## src/rtl/bitu_ungrp_seq.sv

```systemverilog
// bitu_ungrp_seq: iterative bit-ungroup (inverse of GRP).
// Mask-1 bits are taken in order from the low end of data_in, and mask-0 bits
// from index popcount(mask) upward. BITS_PER_CYCLE result bits are resolved
// per cycle.
// Optional build macro: BITU_UNGRP_FASTPATH_EN. When it is defined, masks of
// all-zeros or all-ones finish one cycle after accept.
module bitu_ungrp_seq #(
  parameter int BITS_PER_CYCLE = 1
) (
  input  logic        clk,
  input  logic        rst_n,
  input  logic        in_valid,
  output logic        in_ready,
  input  logic [31:0] data_in,
  input  logic [31:0] bitmask,
  input  logic        kill,
  output logic        out_valid,
  input  logic        out_ready,
  output logic [31:0] data_out
);

  typedef enum logic [1:0] {IDLE, BUSY, DONE} state_e;

  state_e      state_q;
  logic [31:0] dat_q, msk_q, acc_q, acc_d, res_q;
  logic [5:0]  lo_q, hi_q, pos_q, lo_d, hi_d, pos_d, pc;
  logic [4:0]  p;
  logic        rdy_q, vld_q;
  logic        fast_hit;

`ifdef BITU_UNGRP_FASTPATH_EN
  logic fast_q;
  assign fast_hit = fast_q;
`else
  assign fast_hit = 1'b0;
`endif

  // Popcount of the incoming mask; it seeds the zero-bit pointer at accept.
  always_comb begin
    pc = '0;
    for (int i = 0; i < 32; i++) pc = pc + {5'd0, bitmask[i]};
  end

  // Resolve one chunk of result positions. Each position consumes the next
  // bit from either the ones stream (lo) or the zeros stream (hi).
  // Only the pointer that is actually consumed is indexed, so its low 5 bits
  // are always in range.
  always_comb begin
    acc_d = acc_q;
    lo_d  = lo_q;
    hi_d  = hi_q;
    p     = '0;
    for (int j = 0; j < BITS_PER_CYCLE; j++) begin
      p = pos_q[4:0] + 5'(j);
      if (msk_q[p]) begin
        acc_d[p] = dat_q[lo_d[4:0]];
        lo_d     = lo_d + 6'd1;
      end else begin
        acc_d[p] = dat_q[hi_d[4:0]];
        hi_d     = hi_d + 6'd1;
      end
    end
    pos_d = pos_q + 6'(BITS_PER_CYCLE);
  end

  // Control FSM with registered handshake outputs. The result is copied to
  // data_out only on completion, so a kill leaves the previous result intact.
  always_ff @(posedge clk or negedge rst_n) begin
    if (!rst_n) begin
      state_q <= IDLE;
      dat_q   <= '0;
      msk_q   <= '0;
      acc_q   <= '0;
      res_q   <= '0;
      lo_q    <= '0;
      hi_q    <= '0;
      pos_q   <= '0;
      rdy_q   <= 1'b1;
      vld_q   <= 1'b0;
`ifdef BITU_UNGRP_FASTPATH_EN
      fast_q  <= 1'b0;
`endif
    end else begin
      case (state_q)
        IDLE: begin
          if (in_valid && rdy_q) begin
            dat_q   <= data_in;
            msk_q   <= bitmask;
            acc_q   <= '0;
            lo_q    <= '0;
            hi_q    <= pc;
            pos_q   <= '0;
            rdy_q   <= 1'b0;
            state_q <= BUSY;
`ifdef BITU_UNGRP_FASTPATH_EN
            fast_q  <= (bitmask == 32'h0000_0000) || (bitmask == 32'hFFFF_FFFF);
`endif
          end
        end
        BUSY: begin
          if (kill) begin
            rdy_q   <= 1'b1;
            state_q <= IDLE;
          end else if (fast_hit) begin
            res_q   <= dat_q;
            vld_q   <= 1'b1;
            state_q <= DONE;
          end else begin
            acc_q <= acc_d;
            lo_q  <= lo_d;
            hi_q  <= hi_d;
            pos_q <= pos_d;
            if (pos_d == 6'd32) begin
              res_q   <= acc_d;
              vld_q   <= 1'b1;
              state_q <= DONE;
            end
          end
        end
        DONE: begin
          if (kill || out_ready) begin
            vld_q   <= 1'b0;
            rdy_q   <= 1'b1;
            state_q <= IDLE;
          end
        end
        default: begin
          vld_q   <= 1'b0;
          rdy_q   <= 1'b1;
          state_q <= IDLE;
        end
      endcase
    end
  end

  assign in_ready  = rdy_q;
  assign out_valid = vld_q;
  assign data_out  = res_q;

endmodule

```

## config.mk

```make
export PLATFORM = sky130hd
export DESIGN_NAME = bitu_ungrp_seq
export DESIGN_NICKNAME = d
export VERILOG_FILES = /design/src/rtl/bitu_ungrp_seq.sv
export SDC_FILE = /design/constraint.sdc
export NUM_CORES = 1
export LEC_CHECK = 0
export CORE_MARGIN = 8
export CORE_UTILIZATION = 25
export CTS_CLUSTER_DIAMETER = 120
export DETAILED_ROUTE_END_ITERATION = 7
export PLACE_DENSITY = 0.52
export SYNTH_ARGS = -nofsm -noshare
export SYNTH_HDL_FRONTEND = slang
export SYNTH_SLANG_ARGS = --single-unit
export TNS_END_PERCENT = 30
```

## constraint.sdc

```tcl
create_clock -name clk -period 2.85 [get_ports clk]
set_input_delay 0.57 -clock clk [delete_from_list [all_inputs] [get_ports clk]]
set_output_delay 0.57 -clock clk [all_outputs]
set_load 0.05 [all_outputs]
```

* Yosys cells after proc, flatten, opt, wreduce, memory -nomap -nowiden *
Cells that the tools add are included.

storage, ports and cells
  word-level logic and storage cells = 111
  output and inout port bits = 34
  flip-flop bits (word level) = 150

cells by class
  bitwise operators = 2
  order comparisons = 4
  muxes and demuxes = 37
  add/subtract/negate cells = 34
  reduce and logical (&&, ||, !) cells = 13
  eq/ne operators = 11

operators with widths
  cell                 number
  $add 6x1->6          26
  $mux 32              3
  $bwmux 32            2
  $pmux 32 s2          1
  $mux 6               7
  $pmux 6 s2           3
  $add 6x1->6 const B  3
  $lt 5x6->1 const B   3
  $bmux 1 s5           3
  $ne 2x2->1 const B   7
  $reduce_and 3->1     4
  $reduce_and 4->1     3
  $mux 1               10
  $mux 2               4
  $add 5x1->6          1
  $eq 6x6->1 const B   1
  $pmux 1 s3           2
  $pmux 2 s3           1
  $add 4x1->5          1
  $demux 1 s5          1
  $ge 5x1->1 const B   1
  $add 3x1->4          1
  $add 2x1->3          1
  $ne 3x3->1 const B   1
  other kinds (9)      11

* Depth between registers and ports, before layout *
Gate-level depths: netlist of the first run.

  word-level depth = 33
  depth in mapped cells = 17
  gate-level depth less buffers = 17

* Worst setup path before layout of the first run *
OpenSTA, ideal clock, no wires.

  path type = input port to flip-flop
  start point = input bitmask[0]
  end point = register hi_q[4]
  required time = 2.701 ns
  stages on the path = 17
  library setup time = 0.149 ns
  setup slack = -2.014 ns
  data arrival time = 4.715 ns
  buffers on the path = 0
  cells stage by stage = inv_1 -> fa_1 -> fa_1 -> fa_1 -> fa_1 -> fa_1 -> fa_1 -> inv_1 -> ha_1 -> inv_1 -> fa_1 -> inv_1 -> a21o_1 -> a21oi_1 -> xnor2_1 -> a22oi_1 -> o311ai_0

between the ends
  cells in the longest elaborated chain, start to end = 33

RTL lines
  what                        line  source
  start, declared             15    input logic [31:0] bitmask,
  $add 1x1->2                 41    for (int i = 0; i < 32; i++) pc = pc + {5'd0, bitmask[i]};
  $add 2x1->3                 41
  $add 3x1->4                 41
  $add 4x1->5                 41
  $add 5x1->6                 41
  $add 6x1->6 (26 in series)  41
  $mux 6                      86    if (in_valid && rdy_q) begin
  $pmux 6 s2                  84    case (state_q)
  end signal, assigned        91    hi_q <= pc;
  end signal, assigned        111   hi_q <= hi_d;
  end, declared               26    logic [5:0] lo_q, hi_q, pos_q, lo_d, hi_d, pos_d, pc;

Every way passes these cells. The select of a mux whose other input is x is not followed.
A chain may end at the register's enable or synchronous reset.

* Final worst setup path of the first run *
  start point = input bitmask[17]
  end point = register hi_q[4]

between the ends
  cells in the longest elaborated chain, start to end = 17

RTL lines
  what                        line
  $add 6x1->6 (15 in series)  41
  $mux 6                      86
  $pmux 6 s2                  84

Every way passes these cells. The select of a mux whose other input is x is not followed.

==> impl_results.md, run 1 <==
* Pleak at 4.66 nW
* Per-cell via count in the routed design at about 4.5
* Quantity of I/O buffers inserted on ports at ~100
* Vias after detailed routing at 6364
* Number of antenna violations at the first check in global routing at 1
* Cell Pwr Density at around 900 nW/µm²
* Switching power total at between 3 and 4 mW
* Comb power frac at between 40% and 50%
* Total global routing overflow at 0
* Latest clock arrival within the worst-skew pair at ~0.43 ns
* Startpoint Class: input pin
* Cell repeated most along the worst path: sky130_fd_sc_hd__fa_1
* H-tree depth at 4
* Kind of cell adding the most delay to the critical path: adder cells
* Cell area after synthesis at a little over 8000 µm²
* Setup violations, final at 5
* Critical path origin: bitmask[17]
* Total number of nets in the final design at approximately 1100
* Worst-path cell chain: buf_8 -> fa_1 -> inv_1 -> fa_1 -> fa_1 -> fa_1 -> fa_1 -> fa_1 -> inv_2 -> ha_4 -> inv_2 -> fa_2 -> inv_2 -> a21o_1 -> a21oi_2 -> xnor2_1 -> a22oi_1 -> o311ai_1
* Critical path type: input pin to flip-flop
* Placed Cells incl. Taps at 1382
* Number of endpoints with negative hold slack in the final report at 0
* Unrepaired setup endpoints after global routing: yes
* Max Buffers Root-to-Sink at 2
* Half-perimeter wire length of the detailed placement result at 15900 µm
* Violations in the final reports: negative setup slack
* Final TNS setup at -7.78 ns
* Remaining antenna violation count after routing at 0
* Minimum setup slack after placement at -2.60 ns
* Number of standard cells in the final layout excluding fillers at approximately 1400
* Die Wd at ~200 µm
* Outcome: finished, violations left
* Final total power at 9.51 mW
* Worst path slowest cell: sky130_fd_sc_hd__fa_1
* CP arrival at 4.87 ns
* Bufs and invs on worst path at 5
* Synthesized netlist net count at between 900 and 1000
* CTS tree: built
* Endpoint class of the critical path: flip-flop
* Proportion of register bits with asynchronous set or reset after synthesis at 100%
* Starting density of the core at approximately a quarter
* Largest cells by area after synthesis: sky130_fd_sc_hd__dfrtp_1 (45%), sky130_fd_sc_hd__nand2_1 (9.3%), sky130_fd_sc_hd__fa_1 (5.8%)
* Fraction of layout cells with a size suffix above 1 at a little under a fifth
* Overall routing resource usage at a little under an eighth
* Number of synthesized flops with an enable pin at 0
* Number of buffers added by the clock tree synthesis step at 17
* Peak supply drop at about 0.48 mV
* Std-Cell Rows at 66
* Internal power consumption at slightly below 6 mW
* Post-synthesis sequential area ratio at 44.9%
* Unique masters post-synth at 52
* Core area at ~33000 µm²
* Final routed wire length divided by cell count at roughly 16 µm
* #FFs+latches synth at around 150
* FF-to-FF Start: pos_q[1]
* Minimum setup slack in the final design at -1.73 ns
* Final Wtd Congestion at 0.803
* Max frequency at 0.219 GHz
* Most used DFF post-synth: sky130_fd_sc_hd__dfrtp_1
* Tightest Hold Check Type: input pin to asynchronous set/reset pin
* Post-route DRC violation count at 0
* CP required at between 3 and 4 ns
* Critical path's largest stage delay at 0.54 ns
* Library cell with the largest summed area after synthesis: sky130_fd_sc_hd__dfrtp_1
* I/O pins at around 100
* Number of max-cap violations at 0
* Warnings, synthesis at 0
* Max-slew violation count at 0
* Vias in the first global route at roughly 6500
* Post-synthesis cell count at 858
* TritonCTS Sinks at 148
* CTS root buf: sky130_fd_sc_hd__clkbuf_16
* Area growth from synthesis to layout at 28.4%
* Full die area at just under 40000 µm²
* Routed Wire Length at roughly 22000 µm
* Post-route minimum period at 4.58 ns
* Area share of the leading cell type in the synthesized netlist at roughly 45%
* Hold Buf Count CTS at 0
* Switching portion of total power at 38.8%
* Worst-case hold slack at approximately 0.13 ns
* Length of the first detailed-routing pass in iterations at 5
* Clock network power share at 23.5%
* Biggest fanout along the worst timing path at 2
* Clk pin slew, worst setup/hold paths at 0.06 ns
* Transition at the pin with the smallest max-transition slack at around 0.74 ns
* Height of the die at 198 µm
* Relative slew slack at between 50% and 60%
* DRC violation total after the first TritonRoute iteration at 292
* Worst clock skew on the final layout at 0.0144 ns
* Reg power frac at 31.9%
* Synthesized area divided by synthesized cell count at slightly below 10 µm²
* Pin count of the biggest net entering global routing at slightly below 70
* Tcrit/Tclk final at 161%
* N_diodes at 0
* Global-route wire length before repair at ~36000 µm
worst reg2reg max path, delay by kind of cell (launching register included):
kind	cells	cell delay, ns
compound gates	3	0.56
buf+inv	2	0.39
flops	1	0.39
mux	2	0.67
simple gates	2	0.30
flip-flops by register name, indices dropped and copies added (netlist names):
register	flops
data_out	32
lo_q	5
in_ready	1
pos_q	6
hi_q	5
out_valid	1
acc_q	32
dat_q	32
state_q	2
msk_q	32
routing by layer:
metal	vias up	global-route usage, %	routed length [µm]
li1	3173	-	-
met1	3058	16.0	10700
met2	116	17.8	10000
met3	15	2.98	1110
met4	2	2.88	186
met5	-	0	13
Yosys cell counts, types with 6 or more instances:
cell / n
sky130_fd_sc_hd__nand2_1: 204
sky130_fd_sc_hd__dfrtp_1: 147
sky130_fd_sc_hd__o21ai_0: 85
sky130_fd_sc_hd__inv_1: 53
sky130_fd_sc_hd__clkbuf_1: 48
sky130_fd_sc_hd__mux2i_1: 33
sky130_fd_sc_hd__o31ai_2: 32
sky130_fd_sc_hd__o211ai_1: 31
sky130_fd_sc_hd__fa_1: 24
sky130_fd_sc_hd__nor2_1: 24
sky130_fd_sc_hd__a21oi_1: 20
sky130_fd_sc_hd__nand3_1: 15
sky130_fd_sc_hd__ha_1: 13
sky130_fd_sc_hd__a22oi_1: 11
sky130_fd_sc_hd__buf_2: 9
sky130_fd_sc_hd__o41ai_2: 8
sky130_fd_sc_hd__nand2b_1: 7
sky130_fd_sc_hd__mux4_2: 6
sky130_fd_sc_hd__nor2b_1: 6
sky130_fd_sc_hd__o311ai_0: 6
cell type report:
| type | instances | area, µm² |
|---|---|---|
| clock buffers | 20 | 467 |
| fillers | 3431 | 21900 |
| repair buffers | 155 | 1470 |
| well taps | 442 | 553 |
| clock inverters | 12 | 119 |
| flip-flops and latches | 148 | 3700 |
| multi-input cells | 589 | 4080 |
| inverters | 53 | 199 |
cells in the final DEF (no fill, tap or decap), types with 10 or more instances in the layout:
cell and n:
sky130_fd_sc_hd__dfrtp_1 147, sky130_fd_sc_hd__buf_2 10, sky130_fd_sc_hd__clkbuf_16 17, sky130_fd_sc_hd__o211ai_1 31, sky130_fd_sc_hd__ha_1 12, sky130_fd_sc_hd__mux2i_1 33, sky130_fd_sc_hd__o31ai_2 32, sky130_fd_sc_hd__buf_4 45
sky130_fd_sc_hd__nor2_1 24, sky130_fd_sc_hd__nand2_1 203, sky130_fd_sc_hd__inv_2 15, sky130_fd_sc_hd__inv_1 38, sky130_fd_sc_hd__o21ai_0 85, sky130_fd_sc_hd__nand3_1 14, sky130_fd_sc_hd__clkdlybuf4s50_1 86, sky130_fd_sc_hd__fa_1 23
sky130_fd_sc_hd__a21oi_1 19, sky130_fd_sc_hd__a22oi_1 10
worst paths after layout:
| kind | endpoint | slack [ns] | depth (start not counted) |
|---|---|---|---|
| setup / recovery | hi_q[4] | -1.73 | 18 |
| hold / removal | data_out[8] | 0.13 | 1 |
| setup reg to reg | acc_q[18] | 0.44 | 9 |
| hold reg to reg | msk_q[17] | 0.47 | 2 |
| max in group asynchronous | dat_q[20] | 2.02 | 2 |
| min in group clk | msk_q[17] | 0.33 | 3 |
metrics by stage:
step                utilization [%]  area [µm²]
floorplan                         -        8250
global placement               30.7       10000
detailed placement             30.7       10000
CTS                            32.6       10600
global route                   32.5       10600
finish                         32.5       10600
kinds of logic after synthesis:
logic type      Yosys count  synth area share [%]
compound gates          220                  19.8
xor+xnor                  4                 0.425
fa+ha+maj                37                  7.80
buf+inv                 121                  6.15
flops                   148                  44.9
mux                      44                  6.37
simple gates            284                  14.5
power groups by stage:
| stage | clock network, mW | registers, mW | logic [mW] |
|---|---|---|---|
| after global placement | 0 | 3.07 | 4.17 |
| after detailed placement | 0 | 3.08 | 4.22 |
| after CTS | 2.30 | 3.05 | 4.30 |
| after global routing | 2.39 | 3.13 | 4.73 |
| final | 2.24 | 3.04 | 4.23 |
| after floorplan | 0 | 2.85 | 3.17 |
repair_timing:
action	in CTS	in global routing
pin swaps	22	11
setup endpoints to repair	5	5
gates resized for setup	71	4
setup buffers	5	0
(Power assumes the default switching activity.)
==> run 2, diff against run 1 <==
- GPL_ROUTABILITY_DRIVEN: not set -> 0
- MAX_ROUTING_LAYER: not set -> met4
==> impl_results.md, run 2 (synthesized netlist as in run 1, its figures left out) <==
* Outcome: finished, violations left
* Violations in the final reports: negative setup slack
* Starting density of the core at between 20 and 30%
* Routed Wire Length at around 22000 µm
* Max Buffers Root-to-Sink at 2
* Commonest non-fill, non-tap cells in the layout: sky130_fd_sc_hd__nand2_1 (203), sky130_fd_sc_hd__dfrtp_1 (147), sky130_fd_sc_hd__clkdlybuf4s50_1 (86)
* H-tree depth at 4
* Full die area at approximately 39000 µm²
* Total global routing overflow at 0
* Fraction of layout cells with a size suffix above 1 at roughly 18%
* Post-route DRC violation count at 0
* Number of antenna violations at the first check in global routing at 1
* Critical path origin: bitmask[17]
* Max frequency at about 0.22 GHz
* Critical path type: input pin to flip-flop
* Number of max-cap violations at 0
* Biggest fanout along the worst timing path at 2
* R2R Setup Slk at approximately 0.44 ns
* Tcrit/Tclk final at 161%
* CP arrival at around 4.9 ns
* Tightest Hold Check Type: input pin to asynchronous set/reset pin
* Length in cells of the worst reg-to-reg path at 9
* Number of standard cells in the final layout excluding fillers at approximately 1400
* Sequential cell area at around 3700 µm²
* Height of the die at between 150 and 200 µm
* CP required at between 3 and 4 ns
* CTS tree: built
* Core area at approximately 33000 µm²
* Half-perimeter wire length of the detailed placement result at 15900 µm
* Peak supply drop at 0.476 mV
* I/O pins at 103
* Transition at the pin with the smallest max-transition slack at between 0.7 and 0.8 ns
* Per-cell via count in the routed design at roughly 4.5
* Worst flop-to-flop path endpoint: acc_q[18]
* Most common library cell in the layout ignoring fill and taps: sky130_fd_sc_hd__nand2_1
* Fill cell total of the finished layout at ~3400
* Die Wd at between 150 and 200 µm
* Vias in the first global route at 6460
* Pleak at 4.66 nW
* Post-route minimum period at about 4.6 ns
* Bufs and invs on worst path at 5
* Area growth from synthesis to layout at 28.4%
* Vias after detailed routing at 6344
* Placed Cells incl. Taps at 1382
* Pin count of the biggest net entering global routing at 69
* Critical path's largest stage delay at about 0.54 ns
* Quantity of I/O buffers inserted on ports at roughly 100
* Remaining antenna violation count after routing at 0
* Cell repeated most along the worst path: sky130_fd_sc_hd__fa_1
* Worst path slowest cell: sky130_fd_sc_hd__fa_1
* Final routed wire length divided by cell count at 15.6 µm
* Global-route wire length before repair at 36200 µm
* Endpoint class of the critical path: flip-flop
* TritonCTS Sinks at between 100 and 150
* Unrepaired setup endpoints after global routing: yes
* Std-Cell Rows at between 60 and 70
* Cell Pwr Density at 898 nW/µm²
* CTS root buf: sky130_fd_sc_hd__clkbuf_16
* Startpoint Class: input pin
* Combined area of the multi-input logic cells at ~4100 µm²
* Max-slew violation count at 0
* Worst clock skew on the final layout at around 0.012 ns
* Number of buffers added by the clock tree synthesis step at 17
* Final TNS setup at -7.80 ns
* Total number of nets in the final design at roughly 1100
* Worst-path cell chain: buf_8 -> fa_1 -> inv_1 -> fa_1 -> fa_1 -> fa_1 -> fa_1 -> fa_1 -> inv_2 -> ha_4 -> inv_2 -> fa_2 -> inv_2 -> a21o_1 -> a21oi_2 -> xnor2_1 -> a22oi_1 -> o311ai_1
* DRC violation total after the first TritonRoute iteration at slightly below 300
* Relative slew slack at 50.7%
* Latest clock arrival within the worst-skew pair at 0.43 ns
* Overall routing resource usage at between 10% and 20%
* FF-to-FF Start: pos_q[1]
* Minimum setup slack in the final design at -1.73 ns
* Setup violations, final at 5
* Clk pin slew, worst setup/hold paths at around 0.06 ns
* Number of endpoints with negative hold slack in the final report at 0
* Length of the first detailed-routing pass in iterations at 4
* Kind of cell adding the most delay to the critical path: adder cells
==> run 2: cell type report <==
class / instances / share of cell area [%]
inverter: 53 / 1.88
antenna: 1 / 0.0236
sequential: 148 / 35.0
clock inverter: 12 / 1.12
timing repair buffer: 155 / 13.9
clock buffer: 20 / 4.41
tap: 442 / 5.22
multi-input combinational: 589 / 38.5
==> run 2: worst max path at each step <==
| stage | depth (start not counted) | endpoint | slack, ns |
|---|---|---|---|
| floorplan | 17 | hi_q[4] | -1.91 |
| global placement | 17 | hi_q[3] | -2.56 |
| detailed placement | 17 | hi_q[3] | -2.60 |
| CTS | 18 | hi_q[4] | -1.82 |
| global route | 18 | hi_q[4] | -1.93 |
| finish | 18 | hi_q[4] | -1.73 |
==> run 2: per-stage QoR <==
stage | hold slack, ns | cell area, µm² | worst slack (ns) | utilization (%) | power, mW
finish | 0.115 | 10600 | -1.73 | 32.5 | 9.51
global route | 0.164 | 10600 | -1.93 | 32.5 | 10.2
CTS | 0.149 | 10600 | -1.82 | 32.6 | 9.64
detailed placement | 0.461 | 10000 | -2.60 | 30.7 | 7.30
global placement | 0.458 | 10000 | -2.56 | 30.7 | 7.24
floorplan | 0.274 | 8250 | -1.91 | - | 6.02
==> run 2: layer usage <==
layer	vias to the layer above	part of all wire, %	GRT usage [%]	wire (µm)
met5	-	0	-	0
met4	0	0.56	2.65	124
met3	7	5.2	2.91	1140
met2	109	46	17.7	10100
met1	3051	48	16.2	10700
li1	3177	-	-	-
==> run 2: where the power goes <==
| group | switching (mW) | leakage, nW | internal [mW] |
|---|---|---|---|
| clock | 0.951 | 0.268 | 1.28 |
| combinational | 2.28 | 2.43 | 1.95 |
| sequential | 0.449 | 1.96 | 2.59 |
==> run 2: repair_timing <==
| item | 4_1_cts | 5_1_grt |
|---|---|---|
| cloned | 0 | 0 |
| pin swaps | 22 | 11 |
| endpoints found under the setup margin | 5 | 5 |
| resized for setup | 71 | 4 |
| hold buffers | 0 | 0 |
| setup buffers | 5 | 0 |
